**src/rtl/sysarr_mac_pe.sv**
```systemverilog
// Weight-stationary systolic-array MAC processing element: double-buffered weight,
// registered east pass-through, valid-tracked multiply/add pipeline with optional saturation.
module sysarr_mac_pe #(
    parameter int IN_WIDTH  = 16,
    parameter int ACC_WIDTH = 32,
    parameter int MUL_LEN   = 2,
    parameter int ADD_LEN   = 3,
    parameter int SIGNED    = 1,
    parameter int SATURATE  = 0
) (
    input  logic                 clk,
    input  logic                 nRST,
    input  logic                 en,
    input  logic                 weight_load,
    input  logic [IN_WIDTH-1:0]  weight_in,
    output logic [IN_WIDTH-1:0]  weight_out,
    input  logic                 weight_swap,
    input  logic                 in_valid,
    input  logic [IN_WIDTH-1:0]  in_value,
    input  logic [ACC_WIDTH-1:0] in_accumulate,
    output logic [IN_WIDTH-1:0]  in_pass,
    output logic                 pass_valid,
    output logic                 out_valid,
    output logic [ACC_WIDTH-1:0] out_accumulate
);

    localparam int   PW  = 2 * IN_WIDTH;
    localparam logic SGN = (SIGNED != 0);
    localparam logic SAT = (SATURATE != 0);

    logic [IN_WIDTH-1:0]  shadow_q, active_q, pass_q;
    logic                 pass_v_q;
    logic                 iss_v_q;
    logic [IN_WIDTH-1:0]  iss_a_q, iss_w_q;
    logic [ACC_WIDTH-1:0] iss_acc_q;

    logic [PW-1:0]        a_ext, w_ext, prod_d;
    logic [ACC_WIDTH:0]   p_wide, acc_wide, sum_wide;
    logic [ACC_WIDTH-1:0] sum_d;

    // Weights, east pass path and issue capture.
    always_ff @(posedge clk or negedge nRST) begin
        if (!nRST) begin
            shadow_q  <= '0;
            active_q  <= '0;
            pass_q    <= '0;
            pass_v_q  <= 1'b0;
            iss_v_q   <= 1'b0;
            iss_a_q   <= '0;
            iss_w_q   <= '0;
            iss_acc_q <= '0;
        end else if (en) begin
            if (weight_load) shadow_q <= weight_in;
            if (weight_swap) active_q <= shadow_q;
            pass_v_q <= in_valid;
            if (in_valid) pass_q <= in_value;
            iss_v_q <= in_valid;
            if (in_valid) begin
                iss_a_q   <= in_value;
                iss_w_q   <= active_q;
                iss_acc_q <= in_accumulate;
            end
        end
    end

    always_comb begin
        a_ext  = {{IN_WIDTH{SGN & iss_a_q[IN_WIDTH-1]}}, iss_a_q};
        w_ext  = {{IN_WIDTH{SGN & iss_w_q[IN_WIDTH-1]}}, iss_w_q};
        prod_d = a_ext * w_ext;
    end

    for (genvar s = 0; s < MUL_LEN; s++) begin : g_mul
        logic                 v_q, v_d;
        logic [PW-1:0]        p_q, p_d;
        logic [ACC_WIDTH-1:0] acc_q, acc_d;

        if (s == 0) begin : g_src
            assign v_d   = iss_v_q;
            assign p_d   = prod_d;
            assign acc_d = iss_acc_q;
        end else begin : g_src
            assign v_d   = g_mul[s-1].v_q;
            assign p_d   = g_mul[s-1].p_q;
            assign acc_d = g_mul[s-1].acc_q;
        end

        always_ff @(posedge clk or negedge nRST) begin
            if (!nRST) begin
                v_q   <= 1'b0;
                p_q   <= '0;
                acc_q <= '0;
            end else if (en) begin
                v_q   <= v_d;
                p_q   <= p_d;
                acc_q <= acc_d;
            end
        end
    end

    always_comb begin
        p_wide   = {{(ACC_WIDTH + 1 - PW){SGN & g_mul[MUL_LEN-1].p_q[PW-1]}}, g_mul[MUL_LEN-1].p_q};
        acc_wide = {SGN & g_mul[MUL_LEN-1].acc_q[ACC_WIDTH-1], g_mul[MUL_LEN-1].acc_q};
        sum_wide = p_wide + acc_wide;
        sum_d    = sum_wide[ACC_WIDTH-1:0];
        // Signed overflow shows as disagreement of the two top bits; unsigned as a carry.
        if (SAT) begin
            if (SGN) begin
                if (sum_wide[ACC_WIDTH] != sum_wide[ACC_WIDTH-1])
                    sum_d = sum_wide[ACC_WIDTH] ? {1'b1, {(ACC_WIDTH-1){1'b0}}}
                                                : {1'b0, {(ACC_WIDTH-1){1'b1}}};
            end else if (sum_wide[ACC_WIDTH]) begin
                sum_d = '1;
            end
        end
        // Bubbles carry zero data so the output bus is never stale.
        if (!g_mul[MUL_LEN-1].v_q) sum_d = '0;
    end

    for (genvar s = 0; s < ADD_LEN; s++) begin : g_add
        logic                 v_q, v_d;
        logic [ACC_WIDTH-1:0] s_q, s_d;

        if (s == 0) begin : g_src
            assign v_d = g_mul[MUL_LEN-1].v_q;
            assign s_d = sum_d;
        end else begin : g_src
            assign v_d = g_add[s-1].v_q;
            assign s_d = g_add[s-1].s_q;
        end

        always_ff @(posedge clk or negedge nRST) begin
            if (!nRST) begin
                v_q <= 1'b0;
                s_q <= '0;
            end else if (en) begin
                v_q <= v_d;
                s_q <= s_d;
            end
        end
    end

    assign weight_out     = shadow_q;
    assign in_pass        = pass_q;
    assign pass_valid     = pass_v_q;
    assign out_valid      = g_add[ADD_LEN-1].v_q;
    assign out_accumulate = g_add[ADD_LEN-1].s_q;

endmodule

```
**config.mk**
```make
export PLATFORM = sky130hd
export DESIGN_NAME = sysarr_mac_pe
export DESIGN_NICKNAME = d
export VERILOG_FILES = /design/src/rtl/sysarr_mac_pe.sv
export SDC_FILE = /design/constraint.sdc
export NUM_CORES = 1
export LEC_CHECK = 0
export CAP_MARGIN = 20
export CORE_MARGIN = 5
export CORE_UTILIZATION = 40
export CTS_BUF_LIST = sky130_fd_sc_hd__clkbuf_2
export CTS_CLUSTER_DIAMETER = 120
export DETAILED_ROUTE_END_ITERATION = 6
export GPL_TIMING_DRIVEN = 0
export PLACE_DENSITY_LB_ADDON = 0.05
export SLEW_MARGIN = 20
export SYNTH_ARGS = -nofsm -noshare
export SYNTH_HDL_FRONTEND = slang
export SYNTH_SLANG_ARGS = --single-unit
```
**constraint.sdc**
```tcl
create_clock -name clk -period 7.9 [get_ports clk]
set_clock_uncertainty 0.2 [all_clocks]
set_input_delay 0.79 -clock clk [delete_from_list [all_inputs] [get_ports clk]]
set_output_delay 0.79 -clock clk [all_outputs]
set_load 0.02 [all_outputs]
```
==> results of run 1 <==
cells in the final DEF (no fill, tap or decap), types with 5 or more instances in the layout:
cell type | synthesis | final
inv_1 | 330 | 330
dfrtp_1 | 326 | 326
mux2_2 | 279 | 279
fa_1 | 263 | 263
nand2_1 | 151 | 151
clkbuf_2 | 0 | 141
clkdlybuf4s50_1 | 0 | 134
and2_1 | 123 | 123
ha_1 | 113 | 113
clkbuf_1 | 72 | 68
nor2_1 | 44 | 44
a21oi_1 | 42 | 42
xnor2_1 | 33 | 33
dlygate4sd3_1 | 0 | 32
o21ai_0 | 28 | 28
o2bb2ai_1 | 27 | 27
xor2_1 | 24 | 24
nand3_1 | 22 | 22
a21o_1 | 20 | 20
nor3_1 | 16 | 16
clkinv_1 | 0 | 13
nand2b_1 | 12 | 12
a211oi_1 | 12 | 12
o21bai_1 | 9 | 9
o211ai_1 | 6 | 6
or3_1 | 6 | 6
a31oi_1 | 5 | 5
kinds of logic after synthesis:
kind of cell / after synthesis
AO/OA/AOI/OAI: 192
XOR/XNOR: 57
adder cells (fa/ha/maj): 376
buffers and inverters: 405
flip-flops: 326
multiplexers: 279
AND/OR/NAND/NOR: 396
Yosys cell counts (2+ instances only):
| cell | number | share of area |
|---|---|---|
| a211oi_1 | 12 | 0.0039 |
| nor2b_1 | 3 | 0.00080 |
| nand4_1 | 3 | 0.00080 |
| o2bb2ai_1 | 27 | 0.010 |
| a21oi_1 | 42 | 0.0090 |
| a221o_1 | 3 | 0.0013 |
| o21ai_0 | 28 | 0.0060 |
| inv_1 | 330 | 0.053 |
| o21a_1 | 4 | 0.0013 |
| nand2b_1 | 12 | 0.0032 |
| dfrtp_1 | 326 | 0.35 |
| o21bai_1 | 9 | 0.0029 |
| o311ai_1 | 3 | 0.0011 |
| nand3_1 | 22 | 0.0047 |
| fa_1 | 263 | 0.23 |
| a211o_1 | 3 | 0.0011 |
| nor2_1 | 44 | 0.0071 |
| o41ai_1 | 2 | 0.00075 |
| nand2_1 | 151 | 0.024 |
| or3_1 | 6 | 0.0016 |
| xor2_1 | 24 | 0.0090 |
| ha_1 | 113 | 0.061 |
| o31ai_1 | 4 | 0.0013 |
| clkbuf_1 | 72 | 0.012 |
| nor3_1 | 16 | 0.0034 |
| and3_1 | 2 | 0.00054 |
| a31oi_1 | 5 | 0.0013 |
| nor4_1 | 3 | 0.00080 |
| buf_1 | 2 | 0.00032 |
| xnor2_1 | 33 | 0.012 |
| a21o_1 | 20 | 0.0064 |
| o211ai_1 | 6 | 0.0019 |
| o221ai_1 | 3 | 0.0011 |
| or2_2 | 2 | 0.00054 |
| mux2_2 | 279 | 0.13 |
| and2_1 | 123 | 0.033 |
| o21ai_1 | 4 | 0.00086 |
flip-flops by register name, summed over array words and instances, names as in the netlist, 16 cells and up:
register        count
active_q           16
g_add.s_q          64
g_mul.acc_d        32
g_mul.acc_q        64
g_mul.p_q          64
iss_a_q            16
iss_w_q            16
out_accumulate     32
weight_out         16
metal layers:
| layer | GRT usage | wire (um) |
|---|---|---|
| met5 | 0 | 7 |
| met4 | 0.0546 | 1420 |
| met3 | 0.0376 | 3000 |
| met2 | 0.321 | 28700 |
| met1 | 0.279 | 27800 |
critical path, cell delays in order, from the launching register on:
cell	delay (ns)
dfrtp_1	0.75
clkbuf_1	0.57
nand2_1	0.17
fa_1	0.56
inv_1	0.05
fa_1	0.50
fa_1	0.60
fa_1	0.44
fa_1	0.49
inv_1	0.05
fa_1	0.47
inv_1	0.04
ha_1	0.35
nand3_1	0.25
nor2_1	0.10
a32oi_1	0.25
nand3_1	0.23
o311ai_1	0.45
a21oi_1	0.18
or4b_1	0.52
a22o_1	0.21
cell type report:
| cell class | count | share of cell area |
|---|---|---|
| well taps | 765 | 0.0355 |
| plain buffers | 75 | 0.0107 |
| diodes | 3 | 0.000278 |
| clock buffers | 137 | 0.0254 |
| repair buffers | 171 | 0.0662 |
| inverters | 330 | 0.0459 |
| multi-input cells | 1300 | 0.506 |
| flip-flops and latches | 326 | 0.302 |
| clock inverters | 25 | 0.00756 |
timing repair:
item,CTS,global route
gates resized for setup,0,2
hold endpoints to repair,174,0
hold buffers,33,0
endpoints found under the setup margin,0,1
metrics by stage:
step,setup slack (ns),hold slack [ns],instances,TNS [ns],cell area [um2]
finish,0.271,0.136,3132,0,27000
global route,0.0567,0.0319,3130,0,27000
CTS,0.377,0.000254,3129,0,27000
detailed placement,0.459,0.270,2934,0,25700
global placement,-8.70,0.268,2931,-2812.14,25600
floorplan,1.50,0.241,2031,0,23300
worst max-delay path by stage:
stage	slack, ns	cells after the start	to	startpoint
floorplan	1.50	20	g_mul[0].p_q[30]	iss_a_q[15]
global placement	-8.70	1	g_mul[0].acc_d[22]	nRST
detailed placement	0.46	20	g_mul[0].p_q[26]	iss_a_q[9]
CTS	0.38	20	g_mul[0].p_q[26]	iss_a_q[9]
global route	0.06	20	g_mul[0].p_q[26]	iss_a_q[10]
finish	0.27	20	g_mul[0].p_q[26]	iss_a_q[10]
==> flow_results.org, run 1 <==
** Routing
- Summing over every cut layer, the via total after detailed routing is 15600.
- Total DRC errors in the routed layout :: 0
- DR vias/cell :: 4.98
- In this run, the number of DRC markers left after iteration 0 of detailed routing was 779.
- The routed design has 60.9 mm of wire.
- Once detail routing completed, the nets flagged for antenna violations numbered 0.
- In the final routed layout, each cell accounts on average for 19.5 um.
- TritonRoute pass-1 iters :: 5

** Critical path
- In this run the worst path has a maximum fanout of 10.
- Worst reg2reg path depth :: 20
- Endpoint class of the critical path :: register
- For the worst setup path, the data required time is 8.60 ns.
- R2R setup slack :: 0.27 ns
- CP arrival :: 8.33 ns
- Capture instance of the worst register-to-register path :: g_mul[0].p_q[26]
- Worst reg2reg startpoint :: iss_a_q[10]
- Worst setup SP type :: register
- Worst Setup Path Type :: reg2reg

** Yosys
- Synthesis instantiated 64 different standard cells from the library.
- Adder-cell share of the synthesized area :: 0.286
- Area fraction in and, or, nand and nor cells after synthesis :: 0.0839
- Fraction of synthesized area in multiplexers :: 0.135
- Parity-gate share of the synthesized area counting xor and xnor cells :: 0.0214
- The synthesized design contains 326 register bits.
- In the synthesized netlist, the number of instances is 2031.
- Share of the yosys chip area belonging to registers :: 0.350
- Mapped Area :: 23300 um2
- Of all flip-flops after synthesis, the portion carrying an async set or reset was 1.00.
- Net Count, Synth :: 2477
- For this run, the number of Yosys warnings is 0.
- Combinational family with the most area after synthesis :: adder cells
- Post-synth EDFFs :: 0
- Area fraction in compound gates after synthesis :: 0.0587
- The average instance in the mapped netlist occupies 11.5 um2.
- Commonest register cell after synthesis :: dfrtp_1

** CTS
- Clk Latency, worst-skew pair :: 1.09 ns
- The number of clock buffers added by TritonCTS is 92.
- Number of buffers between clock root and the deepest sink :: 3
- The clock net in this run drives a total of 326 sinks.
- Clock-pin slew was measured on the worst setup and hold paths at 0.12 ns.
- The root buffer cell chosen for the clock tree is clkbuf_2.
- TritonCTS built the clock tree.
- Maximum level of the CTS H-tree :: 3
- Once the clock tree was built, the setup fixing pass inserted 0 buffers.

** Min path
- Hold Crit Depth :: 2
- The worst hold path terminates at iss_a_q[6].
- The startpoint identified for the worst hold timing path is in_value[6].
- The path class of the tightest hold or removal check is in2reg.

** Timing
- Setup violations, final :: 0
- For the pin with the worst max-slew slack, the measured transition is 0.909 ns.
- Number of max-slew violations in the final report :: 0
- The worst pin sits at a relative slew slack of 0.394.
- Dividing the final minimum period by the clock period gives 0.966.
- Final min period :: 7.63 ns
- For this run, the top clock speed supported by timing is 0.131 GHz.
- Setup repair after global routing missed its margin :: no
- Final Hold Viols :: 0

** Cells and area
- Net total in the final layout :: 2742
- Of the cells placed in the final design, the portion with a size suffix greater than 1 is 0.190.
- Combined area of the multi-input logic cells :: 13600 um2
- Number of fill cells in the layout :: 5546
- Storage cell area :: 8160 um2
- Compared with the post-synthesis result, the final layout area differs by 15.6%.
- Utilization after layout :: 0.468

** Global route
- Via count of the first global-routing pass :: 17300
- Maximum number of pins on one net before global-route repair :: 100
- Antenna violations before repair :: 4
- First-pass GRT wire length :: 97.7 mm
- After global routing the overflow that remains totals 0.
- Across every metal layer, demand over resource in global routing totals 0.199.

** Die
- The die covers 63200 um2.
- The total area inside the core boundary comes to 57700 um2.
- Site Rows :: 88
- In this run the count of I/O pins placed on the die edge is 136.
- For this configuration, the core starts out at a cell density of 0.404.
- X dimension of the die :: 251 um
- Vert. Die Dim :: 251 um

** Place
- The congestion estimate from routability-driven global placement came to 0.852.
- IO Port Bufs :: 135
- Detailed placement ended at an HPWL of 47.1 mm.

** Run
- Max-cap violations in this run came to 0.

** Status
- The run finished with clean final reports.
Power of run 1 is left out: the tool's default activity adds up to more than one toggle a clock period on the data nets, which glitch-free logic cannot reach.
==> run 2: changes to the inputs <==
- CAP_MARGIN: 20 -> not set
==> results of run 2 <==
No change in the layout: final DEF, timing and power equal those of run 1.
Power of run 2 is left out for the same reason.
